==> src/rtl/bist_pkg.sv <==
// Shared types and defaults for the logic-BIST sequencer.
package bist_pkg;

  typedef enum logic [2:0] {
    IDLE    = 3'd0,
    INIT    = 3'd1,
    SHIFT   = 3'd2,
    CAPTURE = 3'd3,
    COMPARE = 3'd4,
    DONE    = 3'd5
  } bist_state_t;

  localparam int DEF_SCAN_LEN   = 8;
  localparam int DEF_N_PATTERNS = 4;
  localparam int DEF_SIG_W      = 4;
  localparam int ERRCNT_W       = 8;

endpackage

==> src/rtl/bist_sequencer_if.sv <==
// Control/response bundle between the BIST sequencer and the LFSR/scan/MISR datapath.
interface bist_sequencer_if #(
  parameter int SIG_W = 4
);
  logic             scan_en;
  logic             lfsr_en;
  logic             misr_clr;
  logic             misr_en;
  logic [SIG_W-1:0] misr_sig;

  modport master (
    output scan_en, lfsr_en, misr_clr, misr_en,
    input  misr_sig
  );

  modport slave (
    input  scan_en, lfsr_en, misr_clr, misr_en,
    output misr_sig
  );
endinterface

==> src/rtl/bist_counter.sv <==
// Up-counter with synchronous clear, enable and terminal-count flag at TC_VAL.
module bist_counter #(
  parameter int          W      = 4,
  parameter int unsigned TC_VAL = 7
) (
  input  logic CLK,
  input  logic RST,
  input  logic clr,
  input  logic en,
  output logic tc
);

  logic [W-1:0] cnt;

  always_ff @(posedge CLK or negedge RST) begin
    if (!RST)     cnt <= '0;
    else if (clr) cnt <= '0;
    else if (en)  cnt <= cnt + 1'b1;
  end

  assign tc = (cnt == W'(TC_VAL));

endmodule

==> src/rtl/bist_sequencer.sv <==
// Logic-BIST run sequencer: MISR clear, shift/capture patterns, signature compare.
// Optional failed-run counter enabled by defining BIST_ERRCNT_EN.
//
// state   | meaning
// IDLE    | waiting for bist_start
// INIT    | clear MISR and counters (1 cycle)
// SHIFT   | scan shift, SCAN_LEN cycles
// CAPTURE | capture cycle, then next pattern or compare
// COMPARE | register signature match
// DONE    | result held until bist_start drops
module bist_sequencer
  import bist_pkg::*;
#(
  parameter int               SCAN_LEN   = DEF_SCAN_LEN,
  parameter int               N_PATTERNS = DEF_N_PATTERNS,
  parameter int               SIG_W      = DEF_SIG_W,
  parameter logic [SIG_W-1:0] GOLDEN_SIG = '0
) (
  input  logic             CLK,
  input  logic             RST,
  input  logic             bist_start,
  input  logic             bist_abort,
  bist_sequencer_if.master dp,
  output logic             running,
  output logic             bist_end,
  output logic             pass_fail
`ifdef BIST_ERRCNT_EN
  ,
  output logic [ERRCNT_W-1:0] err_cnt
`endif
);

  bist_state_t state, state_nxt;
  logic shift_clr, shift_en, shift_tc;
  logic pat_clr, pat_en, pat_tc;
  logic abort_run, sig_match;

  assign abort_run = bist_abort && (state != IDLE);
  assign sig_match = (dp.misr_sig == GOLDEN_SIG);

  bist_counter #(.W($clog2(SCAN_LEN + 1)), .TC_VAL(SCAN_LEN - 1)) u_shift_cnt (
    .CLK(CLK), .RST(RST), .clr(shift_clr), .en(shift_en), .tc(shift_tc)
  );

  bist_counter #(.W($clog2(N_PATTERNS + 1)), .TC_VAL(N_PATTERNS - 1)) u_pat_cnt (
    .CLK(CLK), .RST(RST), .clr(pat_clr), .en(pat_en), .tc(pat_tc)
  );

  always_ff @(posedge CLK or negedge RST) begin
    if (!RST) state <= IDLE;
    else      state <= state_nxt;
  end

  always_comb begin
    state_nxt = state;
    shift_clr = 1'b0;
    shift_en  = 1'b0;
    pat_clr   = 1'b0;
    pat_en    = 1'b0;
    if (abort_run) begin
      state_nxt = IDLE;
    end else begin
      case (state)
        IDLE:    if (bist_start && !bist_abort) state_nxt = INIT;
        INIT: begin
          shift_clr = 1'b1;
          pat_clr   = 1'b1;
          state_nxt = SHIFT;
        end
        SHIFT: begin
          shift_en = 1'b1;
          // Clearing at terminal count leaves the counter at 0 for the next burst.
          if (shift_tc) begin
            shift_clr = 1'b1;
            state_nxt = CAPTURE;
          end
        end
        CAPTURE: begin
          if (pat_tc) begin
            state_nxt = COMPARE;
          end else begin
            pat_en    = 1'b1;
            state_nxt = SHIFT;
          end
        end
        COMPARE: state_nxt = DONE;
        DONE:    if (!bist_start) state_nxt = IDLE;
        default: state_nxt = IDLE;
      endcase
    end
  end

  assign dp.scan_en  = (state == SHIFT);
  assign dp.lfsr_en  = (state == SHIFT) || (state == CAPTURE);
  assign dp.misr_en  = (state == SHIFT) || (state == CAPTURE);
  assign dp.misr_clr = (state == INIT);
  assign running     = (state == INIT) || (state == SHIFT) ||
                       (state == CAPTURE) || (state == COMPARE);
  assign bist_end    = (state == DONE);

  always_ff @(posedge CLK or negedge RST) begin
    if (!RST)                  pass_fail <= 1'b0;
    else if (abort_run)        pass_fail <= 1'b0;
    else if (state == INIT)    pass_fail <= 1'b0;
    else if (state == COMPARE) pass_fail <= sig_match;
  end

`ifdef BIST_ERRCNT_EN
  always_ff @(posedge CLK or negedge RST) begin
    if (!RST) begin
      err_cnt <= '0;
    end else if (state == COMPARE && !abort_run && !sig_match && err_cnt != '1) begin
      err_cnt <= err_cnt + 1'b1;
    end
  end
`endif

endmodule

==> src/flat_wrapper.sv <==
// flat-port wrapper written by rule: the top's interface ports become plain ports
module bist_sequencer_flat import bist_pkg::*;
#(
  parameter int               SCAN_LEN   = DEF_SCAN_LEN,
  parameter int               N_PATTERNS = DEF_N_PATTERNS,
  parameter int               SIG_W      = DEF_SIG_W,
  parameter logic [SIG_W-1:0] GOLDEN_SIG = '0
)
  (CLK, RST, bist_start, bist_abort, running, bist_end, pass_fail, dp_scan_en, dp_lfsr_en, dp_misr_clr, dp_misr_en, dp_misr_sig);
  bist_sequencer_if #(.SIG_W(SIG_W)) dp_i ();
  input  logic CLK;
  input  logic RST;
  input  logic bist_start;
  input  logic bist_abort;
  output logic running;
  output logic bist_end;
  output logic pass_fail;
  output wire logic [$bits(dp_i.scan_en)-1:0] dp_scan_en;
  output wire logic [$bits(dp_i.lfsr_en)-1:0] dp_lfsr_en;
  output wire logic [$bits(dp_i.misr_clr)-1:0] dp_misr_clr;
  output wire logic [$bits(dp_i.misr_en)-1:0] dp_misr_en;
  input wire logic [$bits(dp_i.misr_sig)-1:0] dp_misr_sig;
  assign dp_scan_en = dp_i.scan_en;
  assign dp_lfsr_en = dp_i.lfsr_en;
  assign dp_misr_clr = dp_i.misr_clr;
  assign dp_misr_en = dp_i.misr_en;
  assign dp_i.misr_sig = dp_misr_sig;
  bist_sequencer #(.SCAN_LEN(SCAN_LEN), .N_PATTERNS(N_PATTERNS), .SIG_W(SIG_W), .GOLDEN_SIG(GOLDEN_SIG)) u_core (.CLK(CLK), .RST(RST), .bist_start(bist_start), .bist_abort(bist_abort), .dp(dp_i), .running(running), .bist_end(bist_end), .pass_fail(pass_fail));
endmodule
==> config.mk <==
export PLATFORM = sky130hd
export DESIGN_NAME = bist_sequencer_flat
export DESIGN_NICKNAME = d
export VERILOG_FILES = /design/src/rtl/bist_pkg.sv /design/src/rtl/bist_sequencer_if.sv /design/src/rtl/bist_counter.sv /design/src/rtl/bist_sequencer.sv /design/src/flat_wrapper.sv
export SDC_FILE = /design/constraint.sdc
export NUM_CORES = 1
export LEC_CHECK = 0
export BUFFER_PORTS_ARGS = -buffer_cell sky130_fd_sc_hd__buf_4
export CORE_MARGIN = 3
export CORE_UTILIZATION = 50
export CTS_CLUSTER_SIZE = 24
export DETAILED_ROUTE_END_ITERATION = 10
export GPL_TIMING_DRIVEN = 0
export PLACE_DENSITY_LB_ADDON = 0.05
export SETUP_SLACK_MARGIN = 0.3
export SYNTH_ARGS = -nofsm -noshare
export SYNTH_HDL_FRONTEND = slang
export SYNTH_SLANG_ARGS = --single-unit
==> constraint.sdc <==
create_clock -name CLK -period 3.4 [get_ports CLK]
set_input_delay 0.51 -clock CLK [delete_from_list [all_inputs] [get_ports CLK]]
set_output_delay 0.51 -clock CLK [all_outputs]
set_load 0.05 [all_outputs]
==> results of run 1 <==
## state kept, by name (all words and copies together), names as in the netlist
| name | count |
|---|---|
| u_core.u_shift_cnt.cnt | 4 |
| u_core.pass_fail | 1 |
| u_core.u_pat_cnt.cnt | 3 |
| u_core.state | 3 |
## worst register-to-register path, delay by kind of cell, from the launching register on
kind,cells,cell delay [ps]
fa+ha+maj,2,460
flops,1,410
simple gates,3,610
## area by class of cell
type,count,area [um^2]
multi-input cells,57,389
fillers,100,364
flip-flops and latches,11,275
repair buffers,14,105
plain buffers,6,27.5
clock buffers,4,26.3
well taps,14,17.5
inverters,3,11.3
## cells by family (layout without fill, tap and decap cells)
group	Yosys count	in the layout
AO/OA/AOI/OAI	19	19
flip-flops	11	11
adder cells (fa/ha/maj)	3	3
XOR/XNOR	1	1
buffers and inverters	9	27
AND/OR/NAND/NOR	33	33
multiplexers	1	1
## stage by stage
step                      hold WS [ps]  utilization, %  instances  setup WS, ps
after floorplan                    214               -         77           876
after global placement             348            67.9        105          1510
after detailed placement           348            67.9        105          1510
after CTS                         65.6            70.1        109          1220
after global routing              58.9            70.1        109          1060
final                             69.7            70.1        109          1180
## cell usage in the layout, fill, tap and decap left out, drive strengths merged, types with 3 or more instances in the layout
cell / instances
buf: 16
dfrtp: 11
clkbuf: 8
nand3: 7
o21ai: 6
a21oi: 4
inv: 3
nand2b: 3
nand3b: 3
nand2: 3
ha: 3
## synth_stat cells (2+ instances only)
cell type	n	area, um^2
dfrtp_1	11	275
nand3_1	7	35.0
o21ai_0	5	25.0
a21oi_1	4	20.0
clkbuf_1	4	15.0
ha_1	3	37.5
inv_1	3	11.3
nand2_1	3	11.3
nand2b_1	3	18.8
nand3b_1	3	22.5
a31oi_1	2	12.5
nor2_1	2	7.51
nor2b_1	2	12.5
nor4_1	2	12.5
o311ai_1	2	17.5
or3_1	2	12.5
or3b_1	2	17.5
## how the worst max path moves through the flow
| stage | from | end | cells past startpoint |
|---|---|---|---|
| after floorplan | u_core.state[2] | dp_scan_en | 2 |
| after global placement | u_core.state[1] | bist_end | 4 |
| after detailed placement | u_core.state[1] | bist_end | 4 |
| after CTS | u_core.state[1] | bist_end | 4 |
| after global routing | u_core.state[1] | bist_end | 4 |
| final | u_core.state[1] | bist_end | 4 |
## report_power, final
part | switching (W) | total, W | internal [W] | leakage (nW)
Sequential | 0.0000311 | 0.000189 | 0.000158 | 0.146
Combinational | 0.0000738 | 0.000131 | 0.0000577 | 0.231
Clock | 0.0000367 | 0.0000819 | 0.0000452 | 0.0150
Total | 0.000142 | 0.000403 | 0.000261 | 0.393
## metal layers
| layer | up-vias | share of wire, % |
|---|---|---|
| li1 | 321 | - |
| met1 | 296 | 46 |
| met2 | 31 | 47 |
| met3 | 8 | 6.5 |
| met4 | 0 | 1.1 |
| met5 | - | 0 |
==> flow_metrics.py, run 1 <==
metrics = {
    "route": {
        "avgViaCountPerCell": 6.02,
        "drc": 0,
        "wirelength_um": 1570,
        "firstDrtPassIters": 4,
        "antenna_left": 0,
        "wl_per_cell_um": 14.4,
        "drt-initial-drc-count": 11,
        "vias": 656,
    },
    "global_routing": {
        "use_met1_pct": 21.7,
        "grt_pass1_wl_um": 2460,
        "grt_use_total_pct": 17.3,
        "grt_use_met2_pct": 28.6,
        "met3_usage_pct": 7.47,
        "grt-busiest-layer": "met2",
        "antenna_found_initial": 0,
        "grt_pass1_vias": 575,
        "grt_max_degree": 12,
        "globalRoute.totalOverflow": 0,
    },
    "yosys": {
        "synth_cell_type_count": 34,
        "yosys.area_share.adder_pct": 5.34,
        "syn_area_um2": 703,
        "ys_ff_latch": 11,
        "synthXorXnorAreaFrac_pct": 1.25,
        "synth_top_family_by_area": "simple AND/OR/NAND/NOR gates",
        "avgSynthCellArea_um2": 9.13,
        "synth_edf_count": 0,
        "yosysWarnings": 0,
        "ys.flop_type": "dfrtp_1",
        "synth_cells": 77,
        "ys_seq_area_share_pct": 39.1,
        "synthSimpleGateAreaFrac_pct": 30.1,
        "synth_mux_area_share_pct": 1.60,
        "synth-compound-area-share_pct": 17.1,
        "async_flop_share_pct": 100,
        "synth_nets": 88,
    },
    "sta": {
        "fin_worst_skew_ps": 2.99,
        "worstMarginPinSlew_ps": 396,
        "fin_crit_sh_pct": 65.3,
        "finalCriticalPeriod_ps": 2220,
        "finalSetupViolCount": 0,
        "hold_viol": 0,
        "tns_ps": 0,
        "rsz0062_at_grt": "no",
        "fmax_ghz": 0.450,
        "maxSlewHeadroom_pct": 73.6,
        "drv_slew": 0,
    },
    "placed_design": {
        "port_buffers": 14,
        "hpwl_um": 1200,
        "place_area_um2": 826,
        "gp_congestion": 0.748,
    },
    "worst_setup_path": {
        "regToRegEndpoint": "u_core.u_pat_cnt.cnt[0]",
        "crit_path_max_incr_delay_ps": 380,
        "crit_buf_inv": 3,
        "critical_path_class": "flip-flop to output pin",
        "cp-end-kind": "output pin",
        "critical-path-top-cell-by-count": "clkbuf_1",
        "reg2reg_depth": 5,
        "worstPathArrival_ps": 1710,
        "crit_path_start_kind": "flip-flop",
        "critPathSlowestCell": "clkbuf_1",
        "crit_fanout": 10,
        "crit_family": "buffers and inverters",
        "reg2reg_slack_ps": 1870,
        "required_ps": 2890,
        "r2r-start": "u_core.u_pat_cnt.cnt[0]",
        "crit_chain": "clkbuf_1, clkbuf_1, and3b_1, buf_4",
    },
    "clocking": {
        "postCtsHoldBufs": 0,
        "clk_pin_slew_ps": 60,
        "cts_buffer_depth": 2,
        "cts_sinks": 11,
        "cts_buffers": 3,
        "cts_resized": 0,
        "clockRootBuffer": "clkbuf_4",
        "postCtsSetupBuffers": 0,
        "clk_latency_ps": 260,
        "cts_max_level": 1,
        "cts_tree": "built",
    },
    "pwr": {
        "p_per_area_nw_per_um2": 473,
        "ir_drop_v": 0.000350,
        "leakagePower_nw": 0.393,
        "total_power_w": 0.000403,
    },
    "die": {
        "row_count": 12,
        "die_h_um": 43.5,
        "die_x_um": 43.5,
        "pin_count": 15,
        "start_util_pct": 57.8,
        "core-area_um2": 1220,
        "dieArea_um2": 1890,
    },
    "status": {
        "status": "completed",
    },
    "finish": {
        "syn2layout_area_growth_pct": 21.2,
        "drive_gt1_share_pct": 22.1,
        "final_nets": 107,
        "fin_area_um2": 852,
        "insertedDiodeCount": 0,
    },
    "run": {
        "cap_violations": 0,
    },
    "hold_path": {
        "hp-class": "input pin to async pin",
    },
}
No activity file was read; power rests on OpenSTA's default activity.
==> inputs of run 2 (changes only) <==
--- a/config.mk
+++ b/config.mk
@@ -7,7 +7,7 @@
 export LEC_CHECK = 0
 export BUFFER_PORTS_ARGS = -buffer_cell sky130_fd_sc_hd__buf_4
 export CORE_MARGIN = 3
-export CORE_UTILIZATION = 50
+export CORE_UTILIZATION = 46
 export CTS_CLUSTER_SIZE = 24
 export DETAILED_ROUTE_END_ITERATION = 10
 export GPL_TIMING_DRIVEN = 0
==> constraint.sdc (replaced) <==
create_clock -name CLK -period 1.8 [get_ports CLK]
set_input_delay 0.27 -clock CLK [delete_from_list [all_inputs] [get_ports CLK]]
set_output_delay 0.27 -clock CLK [all_outputs]
set_load 0.05 [all_outputs]
==> run 2 against run 1 <==
  * Routed wire length increased by 21%
  * Register-to-register slack got worse by 1500 ps
  * Utilization grew 12 points
  * Die area is 7.5% higher
  * Clock power rose by 120%
  * Via count up 12%
  * Setup slack lost 1000 ps
  * Critical path depth unchanged
  * Worst hold slack improved by 130 ps
  * Final cell count up 15%
  * Combinational power grew to 2.9 times the previous value
  * Sequential share of layout area shrank 7.4 points
  * Critical path type unchanged
  * Critical endpoint unchanged
  * Largest power group is now combinational logic
  * Highest routed layer unchanged
==> flow_metrics.py, run 2 (synthesized netlist as in run 1, its figures left out) <==
metrics = {
    "clocking": {
        "cts_tree": "built",
        "cts_buffer_depth": 2,
        "clk_latency_ps": 280,
        "cts_buffers": 3,
        "clk_pin_slew_ps": 80,
        "clockRootBuffer": "clkbuf_4",
        "cts_sinks": 11,
        "cts_max_level": 1,
    },
    "die": {
        "row_count": 13,
        "core-area_um2": 1370,
        "die_h_um": 45.1,
        "pin_count": 15,
        "dieArea_um2": 2030,
        "start_util_pct": 51.5,
        "die_x_um": 45.1,
    },
    "status": {
        "status": "completed",
    },
    "finish": {
        "final_cell_mix": "buf_4, dfrtp_1, nand3_1",
        "syn2layout_area_growth_pct": 59.3,
        "regMostFlops": "u_core.u_shift_cnt.cnt",
        "final_common_cell": "buf_4",
        "insertedDiodeCount": 0,
        "largest_reg_flops": 4,
        "top_regs": "u_core.u_shift_cnt.cnt (4), u_core.state (3), u_core.u_pat_cnt.cnt (3)",
        "final_nets": 122,
        "drive_gt1_share_pct": 49.1,
    },
    "worst_setup_path": {
        "required_ps": 1530,
        "crit_path_start_kind": "flip-flop",
        "endpoint": "bist_end",
        "worstPathArrival_ps": 1350,
        "crit_start": "u_core.state[1]",
        "reg2reg_depth": 5,
        "critical_path_class": "flip-flop to output pin",
        "crit_fanout": 4,
        "reg2reg_slack_ps": 330,
        "regToRegEndpoint": "u_core.u_shift_cnt.cnt[3]",
        "cp-end-kind": "output pin",
        "r2r-start": "u_core.state[0]",
    },
    "run": {
        "cap_violations": 0,
    },
    "hold_path": {
        "hp-class": "input pin to flip-flop",
    },
    "route": {
        "vias": 732,
        "drc": 0,
        "firstDrtPassIters": 4,
        "wirelength_um": 1900,
        "wl_per_cell_um": 15.2,
        "antenna_left": 0,
        "drt-initial-drc-count": 25,
        "avgViaCountPerCell": 5.86,
    },
    "global_routing": {
        "grt_pass1_wl_um": 3150,
        "grt_max_degree": 12,
        "globalRoute.totalOverflow": 0,
        "antenna_found_initial": 0,
        "grt_use_total_pct": 21.8,
        "grt_pass1_vias": 693,
    },
    "sta": {
        "finalSetupViolCount": 0,
        "tns_ps": 0,
        "maxSlewHeadroom_pct": 82.5,
        "fin_crit_sh_pct": 90.0,
        "rsz0062_at_grt": "yes",
        "worstMarginPinSlew_ps": 262,
        "fin_worst_skew_ps": 5.49,
        "drv_slew": 0,
        "setup_ws_ps": 180,
        "finalCriticalPeriod_ps": 1620,
        "fmax_ghz": 0.617,
        "hold_viol": 0,
    },
    "pwr": {
        "p_per_area_nw_per_um2": 810,
        "leakagePower_nw": 0.509,
        "ir_drop_v": 0.000421,
    },
    "placed_design": {
        "port_buffers": 14,
        "place_ws_ps": 180,
        "gp_congestion": 0.813,
        "hpwl_um": 1150,
    },
}
==> run 2: cell count changes in the layout (fill, tap and decap cells not counted), moves of 2 or more <==
cell / before / now
buf_4: 15 / 24
buf_6: 0 / 6
buf_8: 0 / 2
clkbuf_1: 5 / 1
dfrtp_1: 11 / 8
dfrtp_2: 0 / 3
ha_1: 3 / 0
ha_2: 0 / 2
nor2b_1: 2 / 0
nor2b_2: 0 / 2
==> run 2: cell type report <==
cell class / instances / area, um^2
Timing Repair Buffer: 29 / 246
Multi-Input combinational cell: 57 / 458
Buffer: 6 / 80.1
Sequential cell: 11 / 279
Clock buffer: 4 / 26.3
Tap cell: 15 / 18.8
Fill cell: 79 / 246
Inverter: 3 / 11.3
==> run 2: how the worst min path moves through the flow <==
stage	startpoint	end	cells after the start
floorplan	RST	u_core.pass_fail	0
detailed placement	RST	u_core.pass_fail	1
finish	bist_abort	u_core.state[2]	2
CTS	bist_abort	u_core.state[2]	2
global placement	RST	u_core.pass_fail	1
global route	bist_abort	u_core.state[2]	2
==> run 2: power by group <==
group          switching, W  total (W)  internal, W
logic              0.000170   0.000374     0.000204
clock network     0.0000908   0.000177    0.0000860
registers         0.0000554   0.000356     0.000301
==> run 2: per-stage QoR <==
step	area [um^2]	power (W)	util [%]	std cells	hold slack [ps]
2_1_floorplan	729	0.000535	-	77	-25.6
6_report	1120	0.000907	82.0	125	199
3_5_place_dp	853	0.000612	62.5	106	117
4_1_cts	1030	0.000829	75.4	119	207
3_3_place_gp	853	0.000607	62.5	106	115
5_1_grt	1120	0.000971	82.0	125	205
==> run 2: per-layer routing <==
metal  global-route usage [%]  part of all wire (%)
met1                     29.0                    45
met2                     33.1                    49
met3                     5.18                   3.3
met4                     10.5                   2.0
met5                        0                     0
==> run 2: timing repair <==
item	4_1_cts	5_1_grt
hold buffers	1	0
resized for setup	22	12
pin swaps	0	5
endpoints found under the hold margin	11	0
setup endpoints to repair	7	8
setup buffers	8	6
gates cloned	0	0
==> run 2: critical path, stage by stage (launching register included) <==
cell and delay (ps):
dfrtp_1 400, buf_8 140, clkbuf_16 140, and3b_2 240
buf_8 140
